[src/rtl/ps2_kbd_tx.sv]
// Device-side PS/2 keyboard transmitter: byte FIFO feeding an 11-bit frame serialiser
// (start 0, data LSB first, odd parity, stop 1) on registered ps2_clk/ps2_data.
module ps2_kbd_tx #(
  parameter int unsigned CLK_HALF   = 50,
  parameter int unsigned GAP        = 100,
  parameter int unsigned FIFO_DEPTH = 4
) (
  input  logic       clk,
  input  logic       resetn,
  input  logic [7:0] tx_data,
  input  logic       tx_valid,
  output logic       tx_ready,
  input  logic       ps2_inhibit,
  output logic       ps2_clk,
  output logic       ps2_data,
  output logic       busy
);

  localparam int unsigned MaxDiv = (CLK_HALF > GAP) ? CLK_HALF : GAP;
  localparam int unsigned CntW   = $clog2(MaxDiv) + 1;
  localparam int unsigned PtrW   = $clog2(FIFO_DEPTH);

  localparam logic [CntW-1:0] HalfLast = CntW'(CLK_HALF - 1);
  localparam logic [CntW-1:0] GapLast  = CntW'(GAP - 1);
  localparam logic [CntW-1:0] CntOne   = CntW'(1);
  localparam logic [PtrW-1:0] PtrOne   = PtrW'(1);
  localparam logic [PtrW:0]   CountOne = (PtrW + 1)'(1);
  localparam logic [PtrW:0]   CountMax = (PtrW + 1)'(FIFO_DEPTH);
  localparam logic [3:0]      LastIdx  = 4'd10;

  typedef enum logic [2:0] {StIdle, StHigh, StLow, StGap, StInhibit} state_e;

  // ---------------- byte FIFO ----------------
  logic [7:0]      mem_q [FIFO_DEPTH];
  logic [PtrW-1:0] wr_ptr_q, rd_ptr_q;
  logic [PtrW:0]   count_q;
  logic            full, empty, push, pop;
  logic [7:0]      head;

  assign full     = (count_q == CountMax);
  assign empty    = (count_q == '0);
  assign tx_ready = !full && resetn;
  assign push     = tx_valid && tx_ready;
  assign head     = mem_q[rd_ptr_q];

  always_ff @(posedge clk) begin
    if (push) mem_q[wr_ptr_q] <= tx_data;
  end

  always_ff @(posedge clk) begin
    if (!resetn) begin
      wr_ptr_q <= '0;
      rd_ptr_q <= '0;
      count_q  <= '0;
    end else begin
      if (push) wr_ptr_q <= wr_ptr_q + PtrOne;
      if (pop)  rd_ptr_q <= rd_ptr_q + PtrOne;
      case ({push, pop})
        2'b10:   count_q <= count_q + CountOne;
        2'b01:   count_q <= count_q - CountOne;
        default: count_q <= count_q;
      endcase
    end
  end

  // ---------------- frame FSM ----------------
  state_e          state_q, state_d;
  logic [CntW-1:0] cnt_q, cnt_d;
  logic [3:0]      idx_q, idx_d;
  logic [3:0]      idx_next;
  logic [10:0]     sr_q, sr_d;
  logic            clk_q, clk_d;
  logic            data_q, data_d;

  assign idx_next = idx_q + 4'd1;

  always_comb begin
    state_d = state_q;
    cnt_d   = cnt_q;
    idx_d   = idx_q;
    sr_d    = sr_q;
    clk_d   = clk_q;
    data_d  = data_q;
    pop     = 1'b0;
    unique case (state_q)
      StIdle: begin
        clk_d  = 1'b1;
        data_d = 1'b1;
        if (!empty && !ps2_inhibit) begin
          pop     = 1'b1;
          sr_d    = {1'b1, ~^head, head, 1'b0};
          idx_d   = 4'd0;
          data_d  = 1'b0;
          cnt_d   = '0;
          state_d = StHigh;
        end
      end
      StHigh, StLow: begin
        // Inhibit during the stop bit is ignored so the frame completes.
        if (ps2_inhibit && idx_q != LastIdx) begin
          clk_d   = 1'b1;
          data_d  = 1'b1;
          cnt_d   = '0;
          state_d = StInhibit;
        end else if (cnt_q != HalfLast) begin
          cnt_d = cnt_q + CntOne;
        end else if (state_q == StHigh) begin
          clk_d   = 1'b0;
          cnt_d   = '0;
          state_d = StLow;
        end else begin
          clk_d = 1'b1;
          cnt_d = '0;
          if (idx_q == LastIdx) begin
            data_d  = 1'b1;
            state_d = StGap;
          end else begin
            idx_d   = idx_next;
            data_d  = sr_q[idx_next];
            state_d = StHigh;
          end
        end
      end
      StGap: begin
        if (cnt_q == GapLast) begin
          cnt_d   = '0;
          state_d = StIdle;
        end else begin
          cnt_d = cnt_q + CntOne;
        end
      end
      StInhibit: begin
        // Retained frame restarts from the start bit once inhibit has been low for GAP cycles.
        if (ps2_inhibit) begin
          cnt_d = '0;
        end else if (cnt_q == GapLast) begin
          cnt_d   = '0;
          idx_d   = 4'd0;
          data_d  = sr_q[0];
          state_d = StHigh;
        end else begin
          cnt_d = cnt_q + CntOne;
        end
      end
      default: begin
        clk_d   = 1'b1;
        data_d  = 1'b1;
        cnt_d   = '0;
        state_d = StIdle;
      end
    endcase
  end

  always_ff @(posedge clk) begin
    if (!resetn) begin
      state_q <= StIdle;
      cnt_q   <= '0;
      idx_q   <= 4'd0;
      sr_q    <= '1;
      clk_q   <= 1'b1;
      data_q  <= 1'b1;
    end else begin
      state_q <= state_d;
      cnt_q   <= cnt_d;
      idx_q   <= idx_d;
      sr_q    <= sr_d;
      clk_q   <= clk_d;
      data_q  <= data_d;
    end
  end

  assign ps2_clk  = clk_q;
  assign ps2_data = data_q;
  assign busy     = !empty || (state_q != StIdle);

endmodule

[config.mk]
export PLATFORM = sky130hd
export DESIGN_NAME = ps2_kbd_tx
export DESIGN_NICKNAME = d
export VERILOG_FILES = /design/src/rtl/ps2_kbd_tx.sv
export SDC_FILE = /design/constraint.sdc
export NUM_CORES = 1
export LEC_CHECK = 0
export CELL_PAD_IN_SITES_DETAIL_PLACEMENT = 0
export CELL_PAD_IN_SITES_GLOBAL_PLACEMENT = 1
export CORE_MARGIN = 2
export CORE_UTILIZATION = 31
export DETAILED_ROUTE_END_ITERATION = 16
export PLACE_DENSITY_LB_ADDON = 0.15
export SYNTH_ARGS = -nofsm -noshare
export SYNTH_HDL_FRONTEND = slang
export SYNTH_SLANG_ARGS = --single-unit
[constraint.sdc]
create_clock -name clk -period 5 [get_ports clk]
set_input_delay 0.5 -clock clk [delete_from_list [all_inputs] [get_ports clk]]
set_output_delay 0.5 -clock clk [all_outputs]
set_load 0.005 [all_outputs]
**Word-level counts from Yosys, hierarchy flattened**

Memories as Yosys holds them, arrays and structs flattened. A register that Yosys moved wholly into a read port is not among the register bits.
Index checks and enable logic that the tools add are counted.

- Output and inout bits: 4
- Bits in registers: 34
- RAM bits: 32
- Input port bits: 12
- Memories: 1
- Word-level logic and storage cells: 105

Memory list:

| memory | words | bits a word | rd ports | clocked after Yosys merged registers in | wr ports | line | RTL |
|---|---|---|---|---|---|---|---|
| mem_q | 4 | 8 | 1 | 1 | 1 | 34 | `logic [7:0] mem_q [FIFO_DEPTH];` |

- Eq/ne operators: 21
- Muxes and demuxes: 44
- Magnitude comparators: 1
- Reductions and logical operators: 21
- Add/sub/neg operators: 6
- Bitwise gates (word level): 2

Operators with widths:

| operator | number |
|---|---|
| 2-to-1 mux 8 bit | 5 |
| one-hot mux 8 bit (4 select lines) | 1 |
| 2-to-1 mux 4 bit | 7 |
| 2-to-1 mux 3 bit | 6 |
| inequality test 2 bit, second input constant | 8 |
| 2-to-1 mux 1 bit | 15 |
| one-hot mux 3 bit (4 select lines) | 1 |
| one-hot mux 4 bit (3 select lines) | 1 |
| AND reduction 5 bit | 2 |
| adder 8 x 1 -> 8 bit, second input constant | 1 |
| == test 8 x 7 -> 1 bit, second input constant | 1 |
| 2-to-1 mux 2 bit | 4 |
| inequality test 8 x 6 -> 1 bit, second input constant | 1 |
| AND reduction 8 bit | 1 |
| XNOR reduction 8 bit | 1 |
| == test 3 x 2 -> 1 bit, second input constant | 2 |
| == test 3 bit, second input constant | 2 |
| logical NOT 3 bit | 2 |
| inequality test 3 bit, second input constant | 2 |
| one-hot mux 3 bit (2 select lines) | 1 |
| nonzero test 3 bit | 2 |
| < comparator 4 x 5 -> 1 bit, second input constant | 1 |
| adder 2 x 1 -> 2 bit, second input constant | 2 |
| adder 4 x 1 -> 4 bit, second input constant | 1 |
| other kinds (17) | 25 |

**Depth between registers and ports, before layout**

Gate-level depths: netlist of run 1.

- Depth in word-level cells: 8
- Depth in mapped cells: 11
- Gate-level depth less buffers: 10

**Worst setup path after synthesis of run 1**

OpenSTA, ideal clock, no wires.

- Path type: input port to flip-flop
- From: input port ps2_inhibit
- To: register count_q[2]
- Required time: 4.930 ns
- Data arrival time: 2.468 ns
- Cell stages on the path: 11
- Slack: 2.462 ns
- Path buffers: 2
- Cells stage by stage: clkbuf_1 -> nor2_1 -> nand2_1 -> inv_2 -> clkbuf_1 -> ha_1 -> inv_1 -> fa_1 -> xor2_1 -> or3_1 -> a21oi_1

- Cells in the longest elaborated chain, start to end: 6
- Elaborated cells between the ends (all ways): 8

Ends and longest elaborated chain:

| what | line | RTL |
|---|---|---|
| from (decl) | 13 | `input logic ps2_inhibit,` |
| logical NOT 1 bit * | 89 | `if (!empty && !ps2_inhibit) begin` |
| logical AND 1 bit * | 89 |  |
| 2-to-1 mux 1 bit * | 89 |  |
| 2-to-1 mux 1 bit * | 85 | `unique case (state_q)` |
| net pop | 37 | `logic full, empty, push, pop;` |
| == test 2 x 1 -> 1 bit / == test 2 bit (equally long branches) | 58 | `case ({push, pop})` |
| one-hot mux 3 bit (2 select lines) / nonzero test 2 bit (equally long branches) | n/a |  |
| to (signal assigned) | 59 | `2'b10: count_q <= count_q + CountOne;` |
| to (signal assigned) | 60 | `2'b01: count_q <= count_q - CountOne;` |
| to (signal assigned) | 61 | `default: count_q <= count_q;` |
| to (decl) | 36 | `logic [PtrW:0] count_q;` |

The timed path passes the listed nets; every way through them passes the cells marked *.
A chain may end at the register's enable or synchronous reset.

**Worst setup path in the final report of run 1**

- From: input port resetn
- To: output port tx_ready

- Cells in the longest elaborated chain, start to end: 1

Ends and longest elaborated chain:

| what | line | RTL |
|---|---|---|
| from (decl) | 9 | `input logic resetn,` |
| logical AND 1 bit | 42 | `assign tx_ready = !full && resetn;` |
| to (decl) | 12 | `output logic tx_ready,` |

Every way passes these cells.

==> flow_results.org, run 1 <==
** Min path
- Worst min-delay path class :: reg -> reg
- For hold timing, the worst endpoint is sr_q[3].
- In this run the most critical hold path is launched from sr_q[3].
- The worst hold path was traced through 2 stages.

** Die
- The initial utilization of the core area, before any placement, comes to about a third.
- Number of placed I/O pins :: 16
- Std-Cell Rows :: 36
- Die W :: about 110 um
- From bottom edge to top edge, the die measures ~110 um.
- Area of the core :: 9860 um^2
- The die covers between 10000 and 15000 um^2.

** Timing
- Final hold viol count :: 0
- Fin crit period :: ~3.2 ns
- RSZ-0062 raised after global routing :: false
- The clock arrives with roughly 0.0083 ns of skew.
- In this run the tightest slew margin relative to its limit is 52.5%.
- Final Setup Violations :: 0
- Achievable frequency :: approximately 320 MHz
- Actual slew at the worst max-slew pin :: between 0.7 and 0.8 ns
- The max-slew violation count is 0.
- Accumulated negative setup slack :: 0 ns
- Portion of the clock cycle consumed by the worst path in the final layout :: between 60 and 70%

** Synth
- A synthesized cell averages between 10 and 15 um^2.
- The number of nets in the synthesized netlist is approximately 300.
- Counting distinct cell types in the post-synthesis netlist gives 50.
- Synthesis handed over a netlist of 283 instances.
- Sequential share of the synthesized area :: 52.9%
- Fraction of synthesis flops using an asynchronous set or reset pin :: 0%
- In this run, synthesis produced a sequential element count of 68.
- Counting flops with a built-in enable in the synthesized netlist gives 32.
- Synthesized area :: about 3200 um^2
- During synthesis, Yosys emitted a total of 0 warnings.
- Top flip-flop cell by instance count after synthesis :: sky130_fd_sc_hd__dfxtp_1

** Worst setup path
- Most used cell, CP :: sky130_fd_sc_hd__clkdlybuf4s50_1
- Across all register-to-register paths, the minimum setup slack is 2.12 ns.
- Traced cell by cell, the critical path runs through clkdlybuf4s50_1, inv_2, a31oi_1, clkdlybuf4s50_1.
- On the worst path, the slowest cell contributes a delay of 0.85 ns.
- The endpoint identified for the worst register-to-register timing path is count_q[2].
- Measured in cells, the most critical reg-to-reg path has a length of 9.
- Largest fanout of any net on the critical path :: 19
- STA classifies the critical path startpoint as an input port.
- Kind of critical path :: in -> out
- In this run the critical register-to-register path is launched from state_q[2].
- Data required time at the worst endpoint :: 4.50 ns
- STA classifies the critical path endpoint as a primary output.
- CP Data Arrival Time :: 2.65 ns
- Critical-path top delay cell :: sky130_fd_sc_hd__clkdlybuf4s50_1

** Layout
- Signed area change from the synthesized netlist to the final layout :: 14.7%
- Share of layout cells above drive strength 1 :: a little over a tenth
- The library cells used most frequently in the layout, excluding fill and tap cells, are sky130_fd_sc_hd__dfxtp_1, sky130_fd_sc_hd__nand2_1, sky130_fd_sc_hd__edfxtp_1.
- Count of nets after finishing :: around 320
- Inserted Diodes :: 0
- Leading cell type in the layout, fill and taps excluded :: sky130_fd_sc_hd__dfxtp_1
- Post-route cell area :: 3650 um^2

** Run
- Max-cap violations in this run came to 0.

** Global routing
- The total overflow left after global routing is 0.
- Initial antenna violation count :: 0
- Entering global routing, the biggest net connects 21 pins.
- First-pass GRT wire length :: 10.5 mm
- Global routing used 12.1% of the available tracks.
- The via count of the first global-routing pass was about 2100.

** Route
- The detail route stage leaves a number of antenna-violating nets equal to 0.
- The routed layout has 2047 vias.
- Number of DRC violations after detailed routing :: 0
- Detailed router's first-iteration violation count :: about 60
- Routed wirelength normalized by instance count :: approximately 14 um
- In the routed layout, each cell is associated on average with a via count of between 4 and 5.
- Final routed wirelength across all metal layers :: around 6.1 mm
- Before antenna repair, the detailed router went through 4 iterations.

** CTS
- After clock tree synthesis, the flow added hold-fix buffers numbering 0.
- Post_cts resized :: 0
- No sink is reached through more buffers than the 2 on the longest clock path.
- Sink count of the clock tree :: just under 70
- Clock-pin slew was measured on the worst setup and hold paths at around 0.08 ns.
- At the later pin of the worst-skew pair, clock insertion delay measures about 0.35 ns.
- Clock tree from TritonCTS :: built
- TritonCTS Buffers :: 9
- The H-tree generated during clock tree synthesis spans 3 levels.
- Number of post-CTS setup repair buffers :: 0
- Clock Tree Root :: sky130_fd_sc_hd__clkbuf_8

** Power
- Peak VDD IR :: 0.000199 V
- P per Cell Area :: between 400 and 500 nW/um^2
- Leak Pwr :: 1.33 nW

** Placement
- The congestion estimate from routability-driven global placement came to around 0.68.
- HPWL reported at the end of detailed placement :: 4.36 mm
- Input and output buffers added on the ports amount to 15.
- After detailed placement, the total cell area comes to about 3400 um^2.

** Outcome
- The run finished with clean final reports.
[worst max-delay path by stage]
stage	from	to	slack, ns	cells after the start
6_report	resetn	tx_ready	1.85	4
5_1_grt	resetn	tx_ready	1.61	4
4_1_cts	resetn	tx_ready	1.85	4
3_5_place_dp	resetn	count_q[2]	1.55	11
3_3_place_gp	resetn	count_q[2]	1.62	11
2_1_floorplan	ps2_inhibit	count_q[2]	2.46	11
[worst max-delay path: cells and delay by family]
kind                   cells  cell delay, ns
buffers and inverters      3            1.76
AOI/OAI and AO/OA          1            0.39
[cells in the mapped netlist, types with 2 or more instances]
library cell                n  share of area (%)
sky130_fd_sc_hd__a221oi_1   2               0.55
sky130_fd_sc_hd__buf_1      2               0.24
sky130_fd_sc_hd__mux4_1     2                1.7
sky130_fd_sc_hd__dfxtp_1   36                 23
sky130_fd_sc_hd__and3_1     5               0.98
sky130_fd_sc_hd__xnor2_1   12                3.3
sky130_fd_sc_hd__clkbuf_1   6               0.71
sky130_fd_sc_hd__inv_2      2               0.24
sky130_fd_sc_hd__o21ai_0    5               0.79
sky130_fd_sc_hd__o211ai_1   2               0.47
sky130_fd_sc_hd__o21ai_1    4               0.63
sky130_fd_sc_hd__nor4_1     2               0.39
sky130_fd_sc_hd__mux2i_1    6                1.9
sky130_fd_sc_hd__nor3_1     8                1.3
sky130_fd_sc_hd__or3_1      3               0.59
sky130_fd_sc_hd__nor3_2     3               0.94
sky130_fd_sc_hd__inv_1     12                1.4
sky130_fd_sc_hd__nand2_1   33                3.9
sky130_fd_sc_hd__a21oi_1   10                1.6
sky130_fd_sc_hd__buf_2      3               0.47
sky130_fd_sc_hd__xor2_1    10                2.8
sky130_fd_sc_hd__ha_1       9                3.5
sky130_fd_sc_hd__mux4_2     8                5.7
sky130_fd_sc_hd__edfxtp_1  32                 30
sky130_fd_sc_hd__and4_1     2               0.55
sky130_fd_sc_hd__nand2b_1   4               0.79
sky130_fd_sc_hd__nand3_1   12                1.9
sky130_fd_sc_hd__nor2_1    26                3.1
[final cells by class]
cell class	instances	area, um^2
Clock inverter	7	82.6
Inverter	14	52.6
Multi-Input combinational cell	189	1390
Sequential cell	68	1680
Tap cell	133	166
Clock buffer	9	124
Timing Repair Buffer	15	150
Fill cell	985	6220
[per-layer routing]
metal	global-route usage (%)	vias to the layer above	routed length (um)
met5	0	-	0
met4	3.43	0	35
met3	4.14	4	266
met2	19.1	36	2840
met1	15.7	969	3010
li1	-	1038	-
[kinds of logic (layout without fill, tap and decap cells)]
group                    Yosys count  in the layout  share of synthesized area, %
buffers and inverters             26             45                          3.42
AO/OA/AOI/OAI                     35             35                          7.28
adder cells (fa/ha/maj)           10             10                          4.17
AND/OR/NAND/NOR                  105            105                          16.6
XOR/XNOR                          22             22                          6.06
multiplexers                      17             17                          9.56
flip-flops                        68             68                          52.9
[sequential cells by signal, indices dropped and copies added, names as in the netlist, 2 cells and up, named ones only]
name	flops
mem_q	32
sr_q	10
count_q	3
wr_ptr_q	2
idx_q	4
cnt_q	8
state_q	3
rd_ptr_q	2
[where the power goes]
| part | leakage, nW | switching, mW | internal [mW] | total (mW) |
|---|---|---|---|---|
| sequential | 0.583 | 0.0852 | 0.661 | 0.746 |
| clock | 0.0988 | 0.234 | 0.239 | 0.472 |
| combinational | 0.650 | 0.300 | 0.271 | 0.571 |
| total | 1.33 | 0.619 | 1.17 | 1.79 |
[through the flow]
step                      utilization, %  setup slack [ns]  power [mW]  instances  hold slack, ns
final                               37.0              1.85        1.79        435           0.467
after global routing                37.0              1.61        1.93        435           0.482
after CTS                           37.0              1.85        1.82        435           0.473
after detailed placement            34.9              1.55        1.34        419           0.455
after global placement              34.9              1.62        1.34        419           0.448
after floorplan                        -              2.46        1.19        283           0.431
(Power assumes the default switching activity.)
==> inputs of run 2 (changes only) <==
clock period = 3.1 ns   (was 5 ns; I/O delays follow)
==> run 2 against run 1 <==
Net effect:
- hold slack got worse by 0.0067 ns
- largest cell class unchanged
- core utilization rose by 0.61 points
- sequential power rose by 57%
- register-to-register slack got worse by 1.4 ns
- non-clock buffer count rose by 8
- die area did not move
- cell area rose by 1.6%
- highest routed layer unchanged
- worst setup slack got worse by 1.1 ns
- critical path type is now reg -> reg
- combinational power rose by 73%
- clock skew rose by 0.0020 ns
==> flow_results.org, run 2 (same netlist as run 1, synthesis figures left out) <==
** Power
- The portion of total power attributed to sequential cells was 40.1% (-1.6 points).
- The highest ir drop seen on vdd was 0.000321 V (+62%).
- The cell area power density is 786 nW/um^2 (+60%).
- Switching power of the nets :: 1.00 mW (+62%)
- The leakage power total came to 1.37 nW (+2.9%).
- The clock group share of total power was 26.0% (-0.4 points).
- Share of power burned in combinational logic :: 33.9% (+2.0 points)
- The internal power contribution came to 1.91 mW (+63%).
- Net switching share of the total power :: 34.4% (-0.23 points)

** Die
- The number of rows created at floorplan came to 36 (unchanged).
- The area of the die is 11100 um^2 (unchanged).
- The placeable core region is 9860 um^2 (unchanged).
- Die W :: 105 um (unchanged)
- The vertical die dimension is 105 um (unchanged).
- Initial Utilization :: 32.2% (unchanged)
- Number of placed I/O pins :: 16 (unchanged)

** CTS
- The buffer count from post-CTS setup fixing was 0 (unchanged).
- TritonCTS built the clock tree.
- Longest Clk Path Bufs :: 2 (unchanged)
- The TritonCTS sink count was 68 (unchanged).
- Clock Tree Root :: sky130_fd_sc_hd__clkbuf_8
- The maximum level of the CTS H-tree was 3 (unchanged).
- The total clock buffers created by CTS was 9 (unchanged).
- The count of hold buffers inserted by post-cts repair is 0 (unchanged).
- The number of gates resized after cts is 0 (unchanged).
- Clock input transition at the sequential cells of the worst setup and hold paths :: 0.08 ns (about the same)
- The clock network latency to the later pin of the worst-skew pair is 0.34 ns (about the same).

** Route
- Number of DRC violations after detailed routing :: 0 (unchanged)
- Vias per cell :: 4.62 (-1.9%)
- The initial detailed-routing violation count is 79 (+30%).
- Detail Route Antenna Nets :: 0 (unchanged)
- The detailed-routing iteration count for the pre-antenna-repair pass came to 6 (+2).
- The total via count in the routed design was 2046 (-0.049%).
- The aggregate routed wire length came to 6.22 mm (+1.2%).
- The mean routed wirelength per cell is 14.0 um (-0.59%).

** Timing
- The hold slack was 0.460 ns (-0.00665 ns).
- The worst path uses 76.0% of the clock period.
- The number of setup violations in the final report was 0 (unchanged).
- Accumulated negative setup slack :: 0 ns (unchanged)
- The max-slew headroom at the worst pin is 63.7% (+11 points).
- Actual slew at the worst max-slew pin :: 0.544 ns (-0.168 ns)
- Pins Over Slew Limit :: 0 (unchanged)
- Setup repair after global routing left no endpoint under its margin.
- The number of hold violations in the final report came to 0 (unchanged).
- Subtracting the final worst setup slack from the clock period gives 2.36 ns.
- Static timing analysis puts the maximum clock frequency at 425 MHz.
- Clock Skew :: 0.0104 ns (+0.00204 ns)

** Layout
- The area growth from synthesis to layout is 16.6%.
- The final net count is 327 (+2.5%).
- The number of cells in the finished layout apart from fillers came to 443 (+1.8%).
- The library cell used most frequently in the layout, excluding fill and tap cells, is sky130_fd_sc_hd__dfxtp_1.
- Number of flip-flops in the largest register :: 32 (unchanged)
- Fraction of the core area covered by cells at the end of the flow :: 37.6% (+0.61 points)
- In the layout the commonest cells are sky130_fd_sc_hd__dfxtp_1, sky130_fd_sc_hd__nand2_1, sky130_fd_sc_hd__edfxtp_1.
- The filler cell count is 979 (-0.61%).
- Share of layout cells above drive strength 1 :: 13.2% (+2.3 points)
- Registers with the most flip-flops :: mem_q (32), sr_q (10), cnt_q (8)
- The antenna cell count is 0 (unchanged).
- Reg with most FFs :: mem_q

** Outcome
- The run finished with clean final reports.

** Placement
- IO Port Bufs :: 15 (unchanged)
- The last weighted congestion value of the routability-driven placer came to 0.745 (+9.9%).
- HPWL reported at the end of detailed placement :: 4.39 mm (+0.74%)
- The number of placed instances, taps included is 427 (+1.9%).

** Global routing
- Number of global-route vias before repair :: 2086 (-0.90%)
- The initial antenna violation count came to 0 (unchanged).
- Remaining global-route overflow :: 0 (unchanged)
- The total track usage is 12.0% (-0.035 points).
- Pin count of the biggest net entering global routing :: 20 (-4.8%)
- First-pass GRT wire length :: 10.3 mm (-1.3%)

** Worst setup path
- Largest fanout of any net on the critical path :: 12 (-7)
- The endpoint arrival time on the critical path came to 2.62 ns (-0.03 ns).
- Data required time at the worst endpoint :: 3.37 ns (-1.13 ns)
- Category of the worst setup path capture point :: flop
- Kind of critical path :: reg -> reg
- Type of element launching the critical path :: flop

** Run
- Total of max-cap violations :: 0 (unchanged)

** Min path
- The worst hold path belongs to the class reg -> reg.
-- run 2: cell count changes in the layout (fill, tap and decap cells not counted) --
cell / delta
sky130_fd_sc_hd__clkinv_4: +1
sky130_fd_sc_hd__buf_4: +8
sky130_fd_sc_hd__inv_6: -1
-- run 2: layer usage --
metal	wire length [um]	share of wire (%)	up-vias	GRT usage, %
li1	-	-	1062	-
met1	3000	48	933	14.8
met2	2850	46	41	19.8
met3	249	4.0	10	3.83
met4	116	1.9	0	4.38
met5	0	0	-	0
-- run 2: through the flow --
step	setup slack (ns)	total power, mW	area, um^2
6_report	0.744	2.91	3710
5_1_grt	0.579	3.13	3710
4_1_cts	0.726	2.96	3710
3_5_place_dp	0.512	2.19	3500
3_3_place_gp	0.550	2.21	3500
2_1_floorplan	0.630	1.92	3180
-- run 2: area by class of cell --
class                           count  area [um^2]  share of cell area [%]
Timing Repair Buffer               23          210                    5.67
Tap cell                          133          166                    4.49
Clock buffer                        9          124                    3.34
Clock inverter                      7         82.6                    2.23
Sequential cell                    68         1680                    45.4
Inverter                           14         52.6                    1.42
Multi-Input combinational cell    189         1390                    37.5
-- run 2: path summary, 6_finish.rpt --
kind	startpoint	end	slack, ns	cells past startpoint
max	state_q[1]	count_q[2]	0.74	9
min	sr_q[0]	sr_q[0]	0.46	2
max reg2reg	state_q[1]	count_q[2]	0.74	9
min reg2reg	sr_q[0]	sr_q[0]	0.46	2
-- run 2: power by group through the flow --
| stage | clock network [mW] | logic [mW] | registers, mW |
|---|---|---|---|
| 2_1_floorplan | 0 | 0.789 | 1.13 |
| 3_3_place_gp | 0 | 1.01 | 1.19 |
| 3_5_place_dp | 0 | 0.997 | 1.19 |
| 4_1_cts | 0.785 | 1.00 | 1.17 |
| 5_1_grt | 0.824 | 1.11 | 1.19 |
| 6_report | 0.757 | 0.989 | 1.17 |
-- run 2: worst max-delay path, cell delays in order (launching register included) --
cell                      delay [ns]
sky130_fd_sc_hd__dfxtp_1        0.33
sky130_fd_sc_hd__nor3_1         0.36
sky130_fd_sc_hd__nand2_1        0.14
sky130_fd_sc_hd__inv_2          0.20
sky130_fd_sc_hd__ha_1           0.22
sky130_fd_sc_hd__inv_1          0.06
sky130_fd_sc_hd__fa_1           0.37
sky130_fd_sc_hd__xor2_1         0.16
sky130_fd_sc_hd__or3_1          0.31
sky130_fd_sc_hd__a21oi_1        0.15
